File: config.mk
export PLATFORM = sky130hd
export DESIGN_NAME = dino_sprite_sequencer
export DESIGN_NICKNAME = d
export VERILOG_FILES = /design/src/rtl/dino_game_pkg.sv /design/src/rtl/dino_physics_core.sv /design/src/rtl/dino_sprite_sequencer.sv
export SDC_FILE = /design/constraint.sdc
export NUM_CORES = 1
export LEC_CHECK = 0
export BUFFER_PORTS_ARGS = -buffer_cell sky130_fd_sc_hd__buf_2
export CORE_MARGIN = 2
export CORE_UTILIZATION = 55
export CTS_BUF_LIST = sky130_fd_sc_hd__clkbuf_16
export DETAILED_ROUTE_END_ITERATION = 7
export GPL_ROUTABILITY_DRIVEN = 0
export HOLD_SLACK_MARGIN = 0.12
export PLACE_DENSITY = 0.8
export REMOVE_ABC_BUFFERS = 1
export SLEW_MARGIN = 40
export SYNTH_ARGS = -nofsm -noshare
export SYNTH_HDL_FRONTEND = slang
export SYNTH_SLANG_ARGS = --single-unit
File: constraint.sdc
create_clock -name clk -period 5.3 [get_ports clk]
set_clock_uncertainty 0.15 [all_clocks]
set_input_delay 0.53 -clock clk [delete_from_list [all_inputs] [get_ports clk]]
set_output_delay 0.53 -clock clk [all_outputs]
set_load 0.1 [all_outputs]
File: src/rtl/dino_game_pkg.sv
// Shared types, game constants and renderer register map for the dino sprite sequencer.
package dino_game_pkg;

  typedef enum logic [1:0] {RUN = 2'd0, AIR = 2'd1, DUCK = 2'd2} pose_e;
  typedef enum logic {IDLE = 1'b0, WRITE = 1'b1} seq_e;

  localparam logic [7:0] DINO_X       = 8'd100;
  localparam logic [7:0] GROUND_Y     = 8'd100;
  localparam logic [7:0] JUMP_V       = 8'd12;
  localparam logic [7:0] GRAVITY      = 8'd1;
  localparam logic [7:0] SCROLL_SPEED = 8'd3;
  localparam logic [7:0] CACTUS_START = 8'd250;
  localparam logic [7:0] GODZ_X       = 8'd100;
  localparam logic [8:0] GODZ_Y_FULL  = 9'd260;
  localparam logic [7:0] GODZ_Y       = GODZ_Y_FULL[7:0];
  localparam logic [7:0] PARK_X       = 8'd0;
  localparam logic [7:0] PARK_Y       = 8'd0;

  localparam int         NUM_REGS     = 10;
  localparam logic [8:0] REG_DINO_X   = 9'd0;
  localparam logic [8:0] REG_DINO_Y   = 9'd1;
  localparam logic [8:0] REG_JUMP_X   = 9'd2;
  localparam logic [8:0] REG_JUMP_Y   = 9'd3;
  localparam logic [8:0] REG_DUCK_X   = 9'd4;
  localparam logic [8:0] REG_DUCK_Y   = 9'd5;
  localparam logic [8:0] REG_CACTUS_X = 9'd6;
  localparam logic [8:0] REG_CACTUS_Y = 9'd7;
  localparam logic [8:0] REG_GODZ_X   = 9'd8;
  localparam logic [8:0] REG_GODZ_Y   = 9'd9;
  localparam logic [8:0] REG_LAST     = 9'(NUM_REGS - 1);

  // Only the sprite pair matching the current pose is placed; the others are parked.
  function automatic logic [7:0] reg_value(input logic [8:0] addr, input pose_e pose,
                                           input logic [7:0] dino_y, input logic [7:0] cac_x);
    logic [7:0] v;
    v = 8'd0;
    case (addr)
      REG_DINO_X:   v = (pose == RUN)  ? DINO_X : PARK_X;
      REG_DINO_Y:   v = (pose == RUN)  ? dino_y : PARK_Y;
      REG_JUMP_X:   v = (pose == AIR)  ? DINO_X : PARK_X;
      REG_JUMP_Y:   v = (pose == AIR)  ? dino_y : PARK_Y;
      REG_DUCK_X:   v = (pose == DUCK) ? DINO_X : PARK_X;
      REG_DUCK_Y:   v = (pose == DUCK) ? dino_y : PARK_Y;
      REG_CACTUS_X: v = cac_x;
      REG_CACTUS_Y: v = GROUND_Y;
      REG_GODZ_X:   v = GODZ_X;
      REG_GODZ_Y:   v = GODZ_Y;
      default:      v = 8'd0;
    endcase
    return v;
  endfunction

endpackage

File: src/rtl/dino_physics_core.sv
// Per-frame dino pose/jump physics and cactus scroll; one step per step_i pulse.
// Optional collision latch enabled by defining COLLISION_DETECT_EN.
module dino_physics_core
  import dino_game_pkg::*;
(
  input  logic       clk,
  input  logic       reset,
  input  logic       step_i,
  input  logic       jump_btn_i,
  input  logic       duck_btn_i,
  output pose_e      pose_o,
  output logic [7:0] dino_y_o,
  output logic [7:0] cac_x_o,
  output logic       game_over_o
);

  pose_e      pose_q, pose_d;
  logic [7:0] vel_q, vel_d;
  logic [7:0] y_q, y_d;
  logic [7:0] cac_q, cac_d;
  logic [9:0] y_sum_s;
  logic       frozen_s;
  logic       step_s;

  assign step_s = step_i && !frozen_s;

  // Velocity is two's complement; y is summed in 10 bits so overshoot in either direction is visible.
  always_comb begin
    pose_d  = pose_q;
    vel_d   = vel_q;
    y_d     = y_q;
    cac_d   = cac_q;
    y_sum_s = {2'b00, y_q} + {{2{vel_q[7]}}, vel_q};
    if (step_s) begin
      case (pose_q)
        RUN: begin
          if (jump_btn_i) begin
            pose_d = AIR;
            vel_d  = 8'd0 - JUMP_V;
          end else if (duck_btn_i) begin
            pose_d = DUCK;
          end else begin
            pose_d = RUN;
          end
        end
        DUCK: begin
          if (jump_btn_i) begin
            pose_d = AIR;
            vel_d  = 8'd0 - JUMP_V;
          end else if (!duck_btn_i) begin
            pose_d = RUN;
          end else begin
            pose_d = DUCK;
          end
        end
        AIR: begin
          vel_d = vel_q + GRAVITY;
          if (y_sum_s[9]) begin
            y_d = 8'd0;
          end else if (y_sum_s >= {2'b00, GROUND_Y}) begin
            y_d    = GROUND_Y;
            vel_d  = 8'd0;
            pose_d = RUN;
          end else begin
            y_d = y_sum_s[7:0];
          end
        end
        default: pose_d = RUN;
      endcase
      if (cac_q < SCROLL_SPEED) begin
        cac_d = CACTUS_START;
      end else begin
        cac_d = cac_q - SCROLL_SPEED;
      end
    end else begin
      pose_d = pose_q;
    end
  end

`ifdef COLLISION_DETECT_EN
  logic       game_over_q, game_over_d;
  logic [8:0] cac_ext_s;

  assign cac_ext_s   = {1'b0, cac_d};
  assign frozen_s    = game_over_q;
  assign game_over_o = game_over_q;

  // Hit test uses the post-step position and pose.
  always_comb begin
    if (step_s && (cac_ext_s < ({1'b0, DINO_X} + 9'd24)) &&
        ((cac_ext_s + 9'd24) > {1'b0, DINO_X}) && (pose_d != AIR)) begin
      game_over_d = 1'b1;
    end else begin
      game_over_d = game_over_q;
    end
  end
`else
  assign frozen_s    = 1'b0;
  assign game_over_o = 1'b0;
`endif

  // Physics state registers.
  always_ff @(posedge clk) begin
    if (reset) begin
      pose_q <= RUN;
      vel_q  <= 8'd0;
      y_q    <= GROUND_Y;
      cac_q  <= CACTUS_START;
`ifdef COLLISION_DETECT_EN
      game_over_q <= 1'b0;
`endif
    end else begin
      pose_q <= pose_d;
      vel_q  <= vel_d;
      y_q    <= y_d;
      cac_q  <= cac_d;
`ifdef COLLISION_DETECT_EN
      game_over_q <= game_over_d;
`endif
    end
  end

  assign pose_o   = pose_q;
  assign dino_y_o = y_q;
  assign cac_x_o  = cac_q;

endmodule

File: src/rtl/dino_sprite_sequencer.sv
// Frame-rate game stepper that bursts the 10 sprite registers to the renderer each vblank.
// Define COLLISION_DETECT_EN to enable the cactus collision / game_over latch.
module dino_sprite_sequencer
  import dino_game_pkg::*;
(
  input  logic        clk,
  input  logic        reset,
  input  logic        frame_tick,
  input  logic        jump_btn,
  input  logic        duck_btn,
  output logic        chipselect,
  output logic        write,
  output logic [8:0]  address,
  output logic [31:0] writedata,
  output logic        busy,
  output logic        overrun,
  output logic        game_over
);

  seq_e       seq_q;
  logic [8:0] addr_q;
  logic       cs_q;
  logic       overrun_q;
  logic       step_s;
  pose_e      pose_s;
  logic [7:0] dino_y_s;
  logic [7:0] cac_x_s;

  assign step_s = frame_tick && (seq_q == IDLE);

  dino_physics_core u_physics (
    .clk         (clk),
    .reset       (reset),
    .step_i      (step_s),
    .jump_btn_i  (jump_btn),
    .duck_btn_i  (duck_btn),
    .pose_o      (pose_s),
    .dino_y_o    (dino_y_s),
    .cac_x_o     (cac_x_s),
    .game_over_o (game_over)
  );

  // Burst sequencer: addresses 0..9 on consecutive cycles after the stepping tick.
  always_ff @(posedge clk) begin
    if (reset) begin
      seq_q     <= IDLE;
      addr_q    <= 9'd0;
      cs_q      <= 1'b0;
      overrun_q <= 1'b0;
    end else begin
      case (seq_q)
        IDLE: begin
          if (frame_tick) begin
            seq_q  <= WRITE;
            addr_q <= REG_DINO_X;
            cs_q   <= 1'b1;
          end else begin
            seq_q  <= IDLE;
            addr_q <= 9'd0;
            cs_q   <= 1'b0;
          end
        end
        WRITE: begin
          if (frame_tick) begin
            overrun_q <= 1'b1;
          end else begin
            overrun_q <= overrun_q;
          end
          if (addr_q == REG_LAST) begin
            seq_q  <= IDLE;
            addr_q <= 9'd0;
            cs_q   <= 1'b0;
          end else begin
            addr_q <= addr_q + 9'd1;
          end
        end
        default: begin
          seq_q  <= IDLE;
          addr_q <= 9'd0;
          cs_q   <= 1'b0;
        end
      endcase
    end
  end

  // Data is decoded from registered physics state and gated so the bus is quiet when idle.
  assign writedata  = cs_q ? {24'd0, reg_value(addr_q, pose_s, dino_y_s, cac_x_s)} : 32'd0;
  assign chipselect = cs_q;
  assign write      = cs_q;
  assign busy       = cs_q;
  assign address    = addr_q;
  assign overrun    = overrun_q;

endmodule
==> metrics.yaml <==
synthesis:
  async_flop_share_pct: 0
  ys_types: 63
  ys_seq_area_share_pct: 29.2
  netlist_instances: 320
  yosys.area.top_type: "dfxtp_1"
  yosys_warnings: 0
  synth_top_area_share_pct: 29.2
  ys_seq_elements: 38
  synth.area.top_cells: "dfxtp_1 29%, buf_4 7.8%, ha_1 7.2%, nor2_1 6.6%, a21oi_1 4.4%"
  synthesis.area_um2: 2610
  synth_edf_count: 0
  syn_area_per_cell_um2: 8.15
  ys.flop_type: "dfxtp_1"
placed_design:
  placed_cells: 383
  dpl_worst_slack_ns: 2.14
  dp_hpwl_mm: 3.98
  io_buffers: 25
global_routing:
  grt_pass1_wl_mm: 9.31
  grt_max_degree: 27
  grt_pass1_vias: 2065
  grtUsageTotal_pct: 22.3
  antenna_found_initial: 0
  grt.overflow.total: 0
critical_path:
  cp.depth: 8
  worstReg2RegEnd: "u_physics.pose_o[0]"
  criticalPathCategory: "flip-flop to primary output"
  path_delay_family: "simple AND/OR/NAND/NOR gates"
  startpoint: "address[0]"
  ff2ff_path_depth: 10
  cp-start-kind: "flip-flop"
  r2r_slack_ns: 2.12
  slowest_delay_ns: 0.62
  critPathSlowestCell: "nor3_1"
  endpoint: "writedata[2]"
  crit_fanout: 8
  r2r_start: "u_physics.vel_q[0]"
  crit_buf_inv: 1
  cp_data_required_time_ns: 4.62
  worst_ep_arrival_time_ns: 2.89
  path_cells: "ha_1 > mux2i_1 > nor3_1 > a31oi_1 > nor3_1 > a21oi_1 > a21oi_1 > buf_2"
  end_kind: "primary output"
sta:
  fin_ws_ns: 1.73
  fin_hold_ws_ns: 0.321
  fmax_ghz: 0.280
  rsz0062_at_grt: "false"
  hold_viol: 0
  setup_viol: 0
  drv_slew: 0
  setup_tns_ns: 0
  worst_pin_slew_ns: 0.767
  period_share_pct: 67.4
  maxSlewHeadroom_pct: 48.5
  post-route-min-period_ns: 3.57
drt:
  dr.pass1.iters: 4
  wl_per_cell_um: 14.1
  drt-vias-per-instance: 5.75
  vias: 2248
  drt-total-wl_mm: 5.51
  final_antenna_net_count: 0
  post-route-drc-count: 0
  drt_iter0_markers: 185
layout:
  final_cells: 391
  layout-drive-gt1-share_pct: 15.1
  postLayoutCoreUtil_pct: 59.4
  final_nets: 357
  antennaDiodeCount: 0
  area.growth.synth_to_final_pct: 6.14
floorplan:
  coreArea_um2: 4660
  fp.dieW_um: 72.9
  die-area_um2: 5310
  io_pins: 51
  rows: 25
  start_util_pct: 55.9
  fp.dieH_um: 72.9
cts:
  clk_pin_slew_ns: 0.05
  cts_root_buf: "clkbuf_16"
  cts_made_buffers: 5
  cts_num_sinks: 38
  cts_max_path_buffers: 2
  h-tree-depth: 2
  worst_skew_pair.late_latency_ns: 0.28
  cts_setup_buffers: 0
  post_cts_resize_count: 0
  tritoncts: "built"
  postCtsHoldBufs: 0
power:
  ir_drop_mv: 0.120
  swShare_pct: 38.6
  powerDensity_nw_per_um2: 315
  seq_power_share_pct: 36.3
  clock_power_share_pct: 32.4
  combPwrFrac_pct: 31.3
  p_int_mw: 0.535
  power.switching_mw: 0.336
  p_leak_nw: 1.17
run:
  drv_cap: 0
worst_hold_path:
  holdCritPathClass: "flip-flop to flip-flop"
run_status:
  status: "complete, no violations"
-- tightest hold or removal path, stage by stage, from the launching register on --
cell,delay (ns)
dfxtp_1,0.32
a21oi_1,0.04
nor2_1,0.07
-- layout by cell type (no fill, tap or decap), types with 4 or more instances in the layout --
cell type	instances
nor2_1	46
dfxtp_1	38
conb_1	25
buf_2	25
a21oi_1	23
nand2_1	22
ha_1	15
nor3_1	13
xor2_1	13
nand3_1	10
a22oi_1	9
inv_1	6
o21ai_1	6
nand2b_1	5
clkbuf_16	5
nor2b_1	4
nand3b_1	4
o21ai_0	4
a31oi_1	4
xnor2_1	4
and2_1	4
-- cell type report --
cell class,instances,area [um2]
clock buffers,5,125
inverters,6,22.5
flip-flops and latches,38,761
fillers,407,1890
well taps,54,67.6
repair buffers,25,125
multi-input cells,260,1650
clock inverters,3,12.5
-- flip-flops by register name, summed over array words and instances (netlist names) --
signal	flops
address	9
busy	1
overrun	1
seq_q	1
u_physics.cac_x_o	8
u_physics.dino_y_o	8
u_physics.pose_o	2
u_physics.vel_q	8
-- layer usage --
| layer | up-vias | wire (um) | global-route usage, % |
|---|---|---|---|
| met3 | 17 | 330 | 3.87 |
| met1 | 1038 | 2430 | 29.0 |
| met2 | 91 | 2600 | 35.6 |
| met5 | - | 0 | 0 |
| li1 | 1102 | - | - |
| met4 | 0 | 154 | 10.9 |
-- power groups by stage --
stage / clock [mW] / sequential, mW / combinational (mW)
floorplan: 0 / 0.340 / 0.213
global placement: 0 / 0.321 / 0.265
detailed placement: 0 / 0.322 / 0.270
CTS: 0.286 / 0.316 / 0.271
global route: 0.299 / 0.318 / 0.290
finish: 0.282 / 0.316 / 0.273
-- per-stage QoR --
step	total power, mW	area, um2
finish	0.871	2770
global route	0.908	2770
CTS	0.873	2770
detailed placement	0.592	2630
global placement	0.586	2630
floorplan	0.553	2440
-- Yosys cell counts (2+ instances only) --
library cell / count
nor2b_1: 4
a21oi_1: 23
nand3b_1: 4
nand4_1: 3
nor2_1: 46
xor2_1: 13
mux2i_1: 2
o21ai_0: 4
o21a_1: 2
buf_4: 27
clkbuf_1: 11
nand2_1: 22
a2bb2oi_1: 3
a22oi_1: 9
nand3_1: 10
o21ai_1: 6
and2b_1: 2
dfxtp_1: 38
a211oi_2: 2
nand2b_1: 5
xnor2_1: 4
inv_1: 5
a31oi_1: 4
ha_1: 15
a21o_1: 2
and2_1: 4
o21ai_2: 2
nor3_1: 13
-- logic make-up (layout without fill, tap and decap cells) --
logic type / count (synthesis) / after routing / share of synthesized area [%]
buffers and inverters: 46 / 39 / 10.8
XOR/XNOR: 19 / 19 / 7.39
AO/OA/AOI/OAI: 73 / 73 / 20.2
other: 1 / 25 / 0.144
flip-flops: 38 / 38 / 29.2
AND/OR/NAND/NOR: 124 / 124 / 23.0
adder cells (fa/ha/maj): 16 / 16 / 7.97
multiplexers: 3 / 3 / 1.34
-- worst min path at each step --
stage	slack [ns]	depth (start not counted)	from	endpoint
after global placement	0.30	2	overrun	overrun
after global routing	0.38	3	duck_btn	u_physics.pose_o[1]
after detailed placement	0.32	2	overrun	overrun
after CTS	0.33	2	overrun	overrun
final	0.32	2	overrun	overrun
after floorplan	0.29	2	u_physics.dino_y_o[4]	u_physics.dino_y_o[4]
(Power assumes the default switching activity.)
